File: src/rtl/turn_signal_sequencer.sv
// turn_signal_sequencer
//   Tail-light controller: sequential-sweep turn signals, hazard flash and
//   brake overlay for LAMPS lamps per side. All timing derives from one
//   divided step tick.
//
// Parameters
//   LAMPS  lamps per side (>=1), bit 0 is the innermost lamp
//   DIV    clock cycles per step tick (>=1)
//   PW     phase width, >= clog2(LAMPS+1)
//
// Ports
//   ADC_CLK_10   in   system clock, rising edge
//   KEY0         in   asynchronous active-low reset
//   turn_en      in   turn signal enable (asynchronous source)
//   turn_right   in   direction, 1=right 0=left (asynchronous source)
//   hazard       in   hazard request (asynchronous source)
//   brake        in   brake request (asynchronous source)
//   left_lamps   out  left lamp drive, registered
//   right_lamps  out  right lamp drive, registered
//   mode         out  0=IDLE 1=LEFT 2=RIGHT 3=HAZARD, registered
//   phase        out  current sequence phase, registered
//   step_tick    out  one-cycle pulse on each step, registered
module turn_signal_sequencer #(
    parameter int LAMPS = 3,
    parameter int DIV   = 4,
    parameter int PW    = 2
) (
    input  logic             ADC_CLK_10,
    input  logic             KEY0,
    input  logic             turn_en,
    input  logic             turn_right,
    input  logic             hazard,
    input  logic             brake,
    output logic [LAMPS-1:0] left_lamps,
    output logic [LAMPS-1:0] right_lamps,
    output logic [1:0]       mode,
    output logic [PW-1:0]    phase,
    output logic             step_tick
);

    localparam int               CW      = (DIV > 1) ? $clog2(DIV) : 1;
    localparam logic [CW-1:0]    CNT_MAX = CW'(DIV - 1);
    localparam logic [PW-1:0]    PH_MAX  = PW'(LAMPS);
    localparam logic [LAMPS-1:0] ALL_ON  = '1;

    typedef enum logic [1:0] {
        MODE_IDLE   = 2'd0,
        MODE_LEFT   = 2'd1,
        MODE_RIGHT  = 2'd2,
        MODE_HAZARD = 2'd3
    } mode_t;

    // Lowest ph lamps lit: phase 0 is dark, phase LAMPS is fully lit.
    function automatic logic [LAMPS-1:0] sweep_mask(input logic [PW-1:0] ph);
        logic [LAMPS-1:0] m;
        m = '0;
        for (int i = 0; i < LAMPS; i++) begin
            m[i] = (i < int'(ph));
        end
        return m;
    endfunction

    // ---- stage p0/p1: two-flop synchronisers, {hazard, brake, turn_right, turn_en}
    logic [3:0] req_p0;
    logic [3:0] req_p1;

    always_ff @(posedge ADC_CLK_10 or negedge KEY0) begin
        if (!KEY0) begin
            req_p0 <= '0;
            req_p1 <= '0;
        end else begin
            req_p0 <= {hazard, brake, turn_right, turn_en};
            req_p1 <= req_p0;
        end
    end

    logic hazard_s;
    logic brake_s;
    logic turn_right_s;
    logic turn_en_s;

    assign {hazard_s, brake_s, turn_right_s, turn_en_s} = req_p1;

    mode_t req_mode;

    always_comb begin
        req_mode = MODE_IDLE;
        if (hazard_s) begin
            req_mode = MODE_HAZARD;
        end else if (turn_en_s) begin
            req_mode = turn_right_s ? MODE_RIGHT : MODE_LEFT;
        end
    end

    // ---- step divider: the registered tick rises on the same edge the
    // sequencer advances, so mode/phase change coincides with step_tick.
    logic [CW-1:0] div_cnt;
    logic          tick_now;

    assign tick_now = (div_cnt == CNT_MAX);

    always_ff @(posedge ADC_CLK_10 or negedge KEY0) begin
        if (!KEY0) begin
            div_cnt   <= '0;
            step_tick <= 1'b0;
        end else begin
            step_tick <= tick_now;
            div_cnt   <= tick_now ? '0 : div_cnt + 1'b1;
        end
    end

    // ---- sequencer: any change of requested mode re-enters at phase 0 (dark)
    mode_t mode_q;

    always_ff @(posedge ADC_CLK_10 or negedge KEY0) begin
        if (!KEY0) begin
            mode_q <= MODE_IDLE;
            phase  <= '0;
        end else if (tick_now) begin
            if (req_mode != mode_q) begin
                mode_q <= req_mode;
                phase  <= '0;
            end else begin
                case (mode_q)
                    MODE_LEFT,
                    MODE_RIGHT:  phase <= (phase == PH_MAX) ? '0 : phase + 1'b1;
                    MODE_HAZARD: phase <= phase ^ PW'(1);
                    default:     phase <= '0;
                endcase
            end
        end
    end

    assign mode = mode_q;

    // ---- lamp output register
    logic [LAMPS-1:0] side_off;

    assign side_off = brake_s ? ALL_ON : '0;

    always_ff @(posedge ADC_CLK_10 or negedge KEY0) begin
        if (!KEY0) begin
            left_lamps  <= '0;
            right_lamps <= '0;
        end else begin
            case (mode_q)
                MODE_LEFT: begin
                    left_lamps  <= sweep_mask(phase);
                    right_lamps <= side_off;
                end
                MODE_RIGHT: begin
                    left_lamps  <= side_off;
                    right_lamps <= sweep_mask(phase);
                end
                MODE_HAZARD: begin
                    left_lamps  <= (phase == PW'(1)) ? ALL_ON : '0;
                    right_lamps <= (phase == PW'(1)) ? ALL_ON : '0;
                end
                default: begin
                    left_lamps  <= side_off;
                    right_lamps <= side_off;
                end
            endcase
        end
    end

endmodule

File: config.mk
export PLATFORM = sky130hd
export DESIGN_NAME = turn_signal_sequencer
export DESIGN_NICKNAME = d
export VERILOG_FILES = /design/src/rtl/turn_signal_sequencer.sv
export SDC_FILE = /design/constraint.sdc
export NUM_CORES = 1
export LEC_CHECK = 0
export BUFFER_PORTS_ARGS = -buffer_cell sky130_fd_sc_hd__buf_2
export CAP_MARGIN = 40
export CELL_PAD_IN_SITES_DETAIL_PLACEMENT = 1
export CELL_PAD_IN_SITES_GLOBAL_PLACEMENT = 1
export CORE_MARGIN = 3
export CORE_UTILIZATION = 41
export CTS_BUF_LIST = sky130_fd_sc_hd__clkbuf_16
export DETAILED_ROUTE_END_ITERATION = 8
export PLACE_DENSITY = 0.86
export REMOVE_ABC_BUFFERS = 1
export SETUP_SLACK_MARGIN = 0.5
export SYNTH_ARGS = -nofsm -noshare
export SYNTH_HDL_FRONTEND = slang
export SYNTH_SLANG_ARGS = --single-unit
File: constraint.sdc
create_clock -name ADC_CLK_10 -period 1.5 [get_ports ADC_CLK_10]
set_input_delay 0.225 -clock ADC_CLK_10 [delete_from_list [all_inputs] [get_ports ADC_CLK_10]]
set_output_delay 0.225 -clock ADC_CLK_10 [all_outputs]
set_load 0.01 [all_outputs]
# Word-level counts from Yosys, hierarchy flattened
# Cells that the tools add are included.
# op_classes
n_addsub,2
n_lt_le_gt_ge,3
n_eq_ne,8
mux,11
bitwise_logic,1
n_reduce_logical,3
# ops
operator,n
two-way mux 2 bit,6
one-hot mux 3 bit (2 select lines),2
"equality test 2 bit, second input constant",4
two-way mux 3 bit,2
"adder 2 x 1 -> 2 bit, second input constant",2
"equality test 2 x 1 -> 1 bit, second input constant",2
"< comparator 1 x 2 -> 1 bit, first input constant",2
one-hot mux 2 bit (2 select lines),1
AND reduction 2 bit,2
"< comparator 2 bit, first input constant",1
inequality test 2 bit,1
"inequality test 2 bit, second input constant",1
OR reduction 2 bit,1
inverter 1 bit,1
# totals
ff_bits,21
in_bits,6
out_inout_bits,11
elab_cells,37

# Longest topological paths before layout
# depth
ltp_word,6
ltp_mapped,6
mapped_depth_nobuf,6

# Least setup slack after synthesis
# OpenSTA, ideal clock, no wires.
# synth_timing
kind,register to register
startpoint,reg mode_q[1] (netlist: mode[1])
endpoint,reg phase[1]
setup_ps,87
t_arrival_ps,1301
required_time_ps,1413
setup_slack_ps,112
path_stages_with_launch,7
path_buffers,0
period_less_slack_ps,1388
path_cell_list,dfrtp_1 > inv_1 > ha_1 > nand4b_1 > nor2_1 > a21bo_2 > o211ai_1
# synth_between
elab_chain_len,4
elab_cells_between_ends,9
cone_classes,eq/ne (5); mux (2); reduce/logical (2)
# synth_lines
item,line,source
"start, declared",113,mode_t mode_q;
"start signal, assigned",121,mode_q <= req_mode;
equality test 2 bit / equality test 2 x 1 -> 1 bit (equally long branches),124,case (mode_q)
OR reduction 2 bit,124,
one-hot mux 2 bit (2 select lines),124,
two-way mux 2 bit,120,if (req_mode != mode_q) begin
"end signal, assigned",126,MODE_RIGHT: phase <= (phase == PH_MAX) ? '0 : phase + 1'b1;
"end signal, assigned",127,MODE_HAZARD: phase <= phase ^ PW'(1);
"end, declared",37,"output logic [PW-1:0] phase,"
# Parallel ways exist; a longest one is shown, timed or not.
# A chain may end at the register's enable or synchronous reset.

# Worst setup path in the final report
# layout_timing
startpoint,reg mode_q[1] (netlist: mode[1])
endpoint,out mode[1]
# layout_lines
item,line,source
"end, declared",36,"output logic [1:0] mode,"
# No word-level cell between the ends.

==> flow_metrics.env <==
export IMPL_synth_common_cells="21 x dfrtp_1, 9 x ha_1, 7 x nor2_1"
export IMPL_drtAntennaViolNets=0
export IMPL_p_int_mw=1.050
export IMPL_crit_type="reg2out"
export IMPL_syn_avg_cell_area_um2=11.94
export IMPL_antenna_cells=0
export IMPL_drt_iter0_markers=1
export IMPL_seqPwrFrac_pct=45.3
export IMPL_nNetsFinal=123
export IMPL_cp_arrival_ns=1.21
export IMPL_multiInputGateArea_um2=386.6
export IMPL_drt_total_wl_um=2270
export IMPL_synthTopCellsByArea="dfrtp_1 59%, ha_1 13%, o21ai_0 3.4%, nor2_1 3.0%, inv_1 2.5%"
export IMPL_vias=682
export IMPL_tightest_slew_ns=0.4434
export IMPL_synth_async_sr_flop_share_pct=100.0
export IMPL_start_util_pct=44.12
export IMPL_grt_start_max_net_pins=22
export IMPL_ys_ff_latch=21
export IMPL_global_route_usage_total_pct=18.77
export IMPL_relSlewSlack_pct=70.44
export IMPL_cap_violations=0
export IMPL_synth_flop_cell="dfrtp_1"
export IMPL_start_kind="flip-flop"
export IMPL_syn_area_um2=883.3
export IMPL_grt_pass1_wl_um=3539
export IMPL_die_y_um=52.42
export IMPL_p_sw_uw=325.1
export IMPL_yosys_cell_count_top_type="dfrtp_1"
export IMPL_tns_ns=0
export IMPL_end_kind="primary output"
export IMPL_status="finished clean"
export IMPL_ir_worst_vdd_v=0.001012
export IMPL_htreeDepth=1
export IMPL_core_rowCount=16
export IMPL_clk_pin_slew_ns=0.06
export IMPL_drc=0
export IMPL_grt_pass1_vias=741
export IMPL_fin_crit_sh_pct=95.53
export IMPL_areaGrowthSynthToFinish_pct=43.34
export IMPL_io_pins=17
export IMPL_post_dp_hpwl_um=1315
export IMPL_placed_area_mm2=0.001015
export IMPL_overflow=0
export IMPL_fillerInstances=220
export IMPL_hold_viol=0
export IMPL_rsz0062_at_grt="yes"
export IMPL_ys_types=19
export IMPL_root_buffer="clkbuf_16"
export IMPL_p_per_area_mw_per_mm2=1086
export IMPL_fin_skew_ns=0.006030
export IMPL_synth_edf_count=0
export IMPL_io_buffers=16
export IMPL_clockBufferDepth=2
export IMPL_setup_viol=0
export IMPL_switching_share_pct=23.65
export IMPL_vias_per_cell=5.090
export IMPL_post_drt_wl_per_cell_um=16.94
export IMPL_yosysWarningCount=0
export IMPL_die_w_um=52.42
export IMPL_required_ns=1.27
export IMPL_critPathMaxFanout=7
export IMPL_ys_seq_area_share_pct=59.49
export IMPL_dieArea_mm2=0.002747
export IMPL_globalplace_congestion=0.7961
export IMPL_cts_buffers=3
export IMPL_leakage_nw=0.6158
export IMPL_drive_gt1_share_pct=48.60
export IMPL_core_area_mm2=0.002002
export IMPL_comb_power_share_pct=13.8
export IMPL_hp_class="in2reg"
export IMPL_antenna_found_initial=0
export IMPL_p_clk_share_pct=40.8
export IMPL_netlist_area_leader_share_pct=59.49
export IMPL_clock_sinks=21
export IMPL_final_seq_area_um2=528.0
export IMPL_drv_slew=0
export IMPL_final_core_util_pct=63.25
export IMPL_clk_latency_ns=0.26
export IMPL_min_period_ns=1.433
export IMPL_max_freq_mhz=697.8
export IMPL_drtPass1Iterations=2
export IMPL_synthCells=74
export IMPL_r2r_slack_ns=0.12
export IMPL_cts_tree="done"
export IMPL_yosysTopAreaCell="dfrtp_1"
export IMPL_finish_instance_area_mm2=0.001266
==> worst max-delay path, stage by stage (launching register included) <==
cell	delay (ns)
dfrtp_2	0.45
buf_4	0.15
buf_6	0.10
buf_6	0.11
buf_2	0.13
==> power groups by stage <==
stage	Sequential [mW]	Combinational [mW]	Clock [mW]
after floorplan	0.644	0.0557	0
after detailed placement	0.632	0.134	0
after global routing	0.627	0.208	0.598
after CTS	0.621	0.175	0.573
after global placement	0.629	0.128	0
final	0.623	0.190	0.561
==> cell type report <==
| cell class | instances | share of cell area (%) |
|---|---|---|
| clock buffers | 3 | 5.929 |
| clock inverters | 1 | 0.2964 |
| inverters | 6 | 1.779 |
| multi-input cells | 46 | 30.53 |
| flip-flops and latches | 21 | 41.70 |
| well taps | 27 | 2.668 |
| repair buffers | 30 | 17.09 |
==> registers in the layout, indices dropped and copies added (netlist names) <==
register     cells
req_p1           4
div_cnt          2
step_tick        1
req_p0           4
left_lamps       3
right_lamps      3
mode             2
phase            2
==> per-layer routing <==
metal / vias up / global-route usage, % / share of wire (%)
li1: 310 / - / -
met3: 7 / 5.698 / 5.2
met5: - / 0 / 0
met4: 0 / 11.49 / 2.6
met2: 25 / 32.44 / 54
met1: 340 / 19.64 / 38
==> kinds of logic (layout without fill, tap and decap cells) <==
group / after synthesis / in the layout / share of synthesized area [%]
flip-flops: 21 / 21 / 59.49
AND/OR/NAND/NOR: 21 / 21 / 13.17
AO/OA/AOI/OAI: 16 / 16 / 11.47
adder cells (fa/ha/maj): 9 / 9 / 12.75
buffers and inverters: 7 / 40 / 3.115
==> placed cells by master (no fill, tap or decap), drive strengths merged, types with 2 or more instances in the layout <==
cell type,n
nand2,5
buf,29
o211ai,2
dfrtp,21
inv,7
clkbuf,3
nor2b,2
nor2,7
nand2b,2
o21ai,8
and2,2
ha,9
a21oi,4
==> metrics by stage <==
step / cells / power [mW] / hold WS [ns] / worst slack, ns
2_1_floorplan: 73 / 0.7000 / -0.07059 / 0.1074
5_1_grt: 134 / 1.433 / 0.06667 / 0.007203
3_5_place_dp: 119 / 0.7661 / 0.1922 / -0.0009137
4_1_cts: 132 / 1.369 / 0.06677 / 0.1507
3_3_place_gp: 119 / 0.7571 / 0.1907 / 0.1154
6_report: 134 / 1.375 / 0.06858 / 0.06701
==> path summary, 6_finish.rpt <==
check                          start             to  cells past startpoint
hold / removal                hazard      req_p0[3]                      1
hold reg to reg            req_p0[2]      req_p1[2]                      0
setup reg to reg             mode[0]       phase[0]                      5
min in group asynchronous       KEY0  left_lamps[0]                      2
max in group asynchronous       KEY0        mode[0]                      2
setup / recovery             mode[1]        mode[1]                      4
==> timing repair <==
item / 4_1_cts / 5_1_grt
hold endpoints to repair: 21 / 0
cloned: 0 / 0
buffers inserted: 8 / 2
resized for setup: 20 / 6
hold buffers: 1 / 0
pin swaps: 3 / 0
endpoints found under the setup margin: 15 / 16
Power figures use the tool's default switching activity.
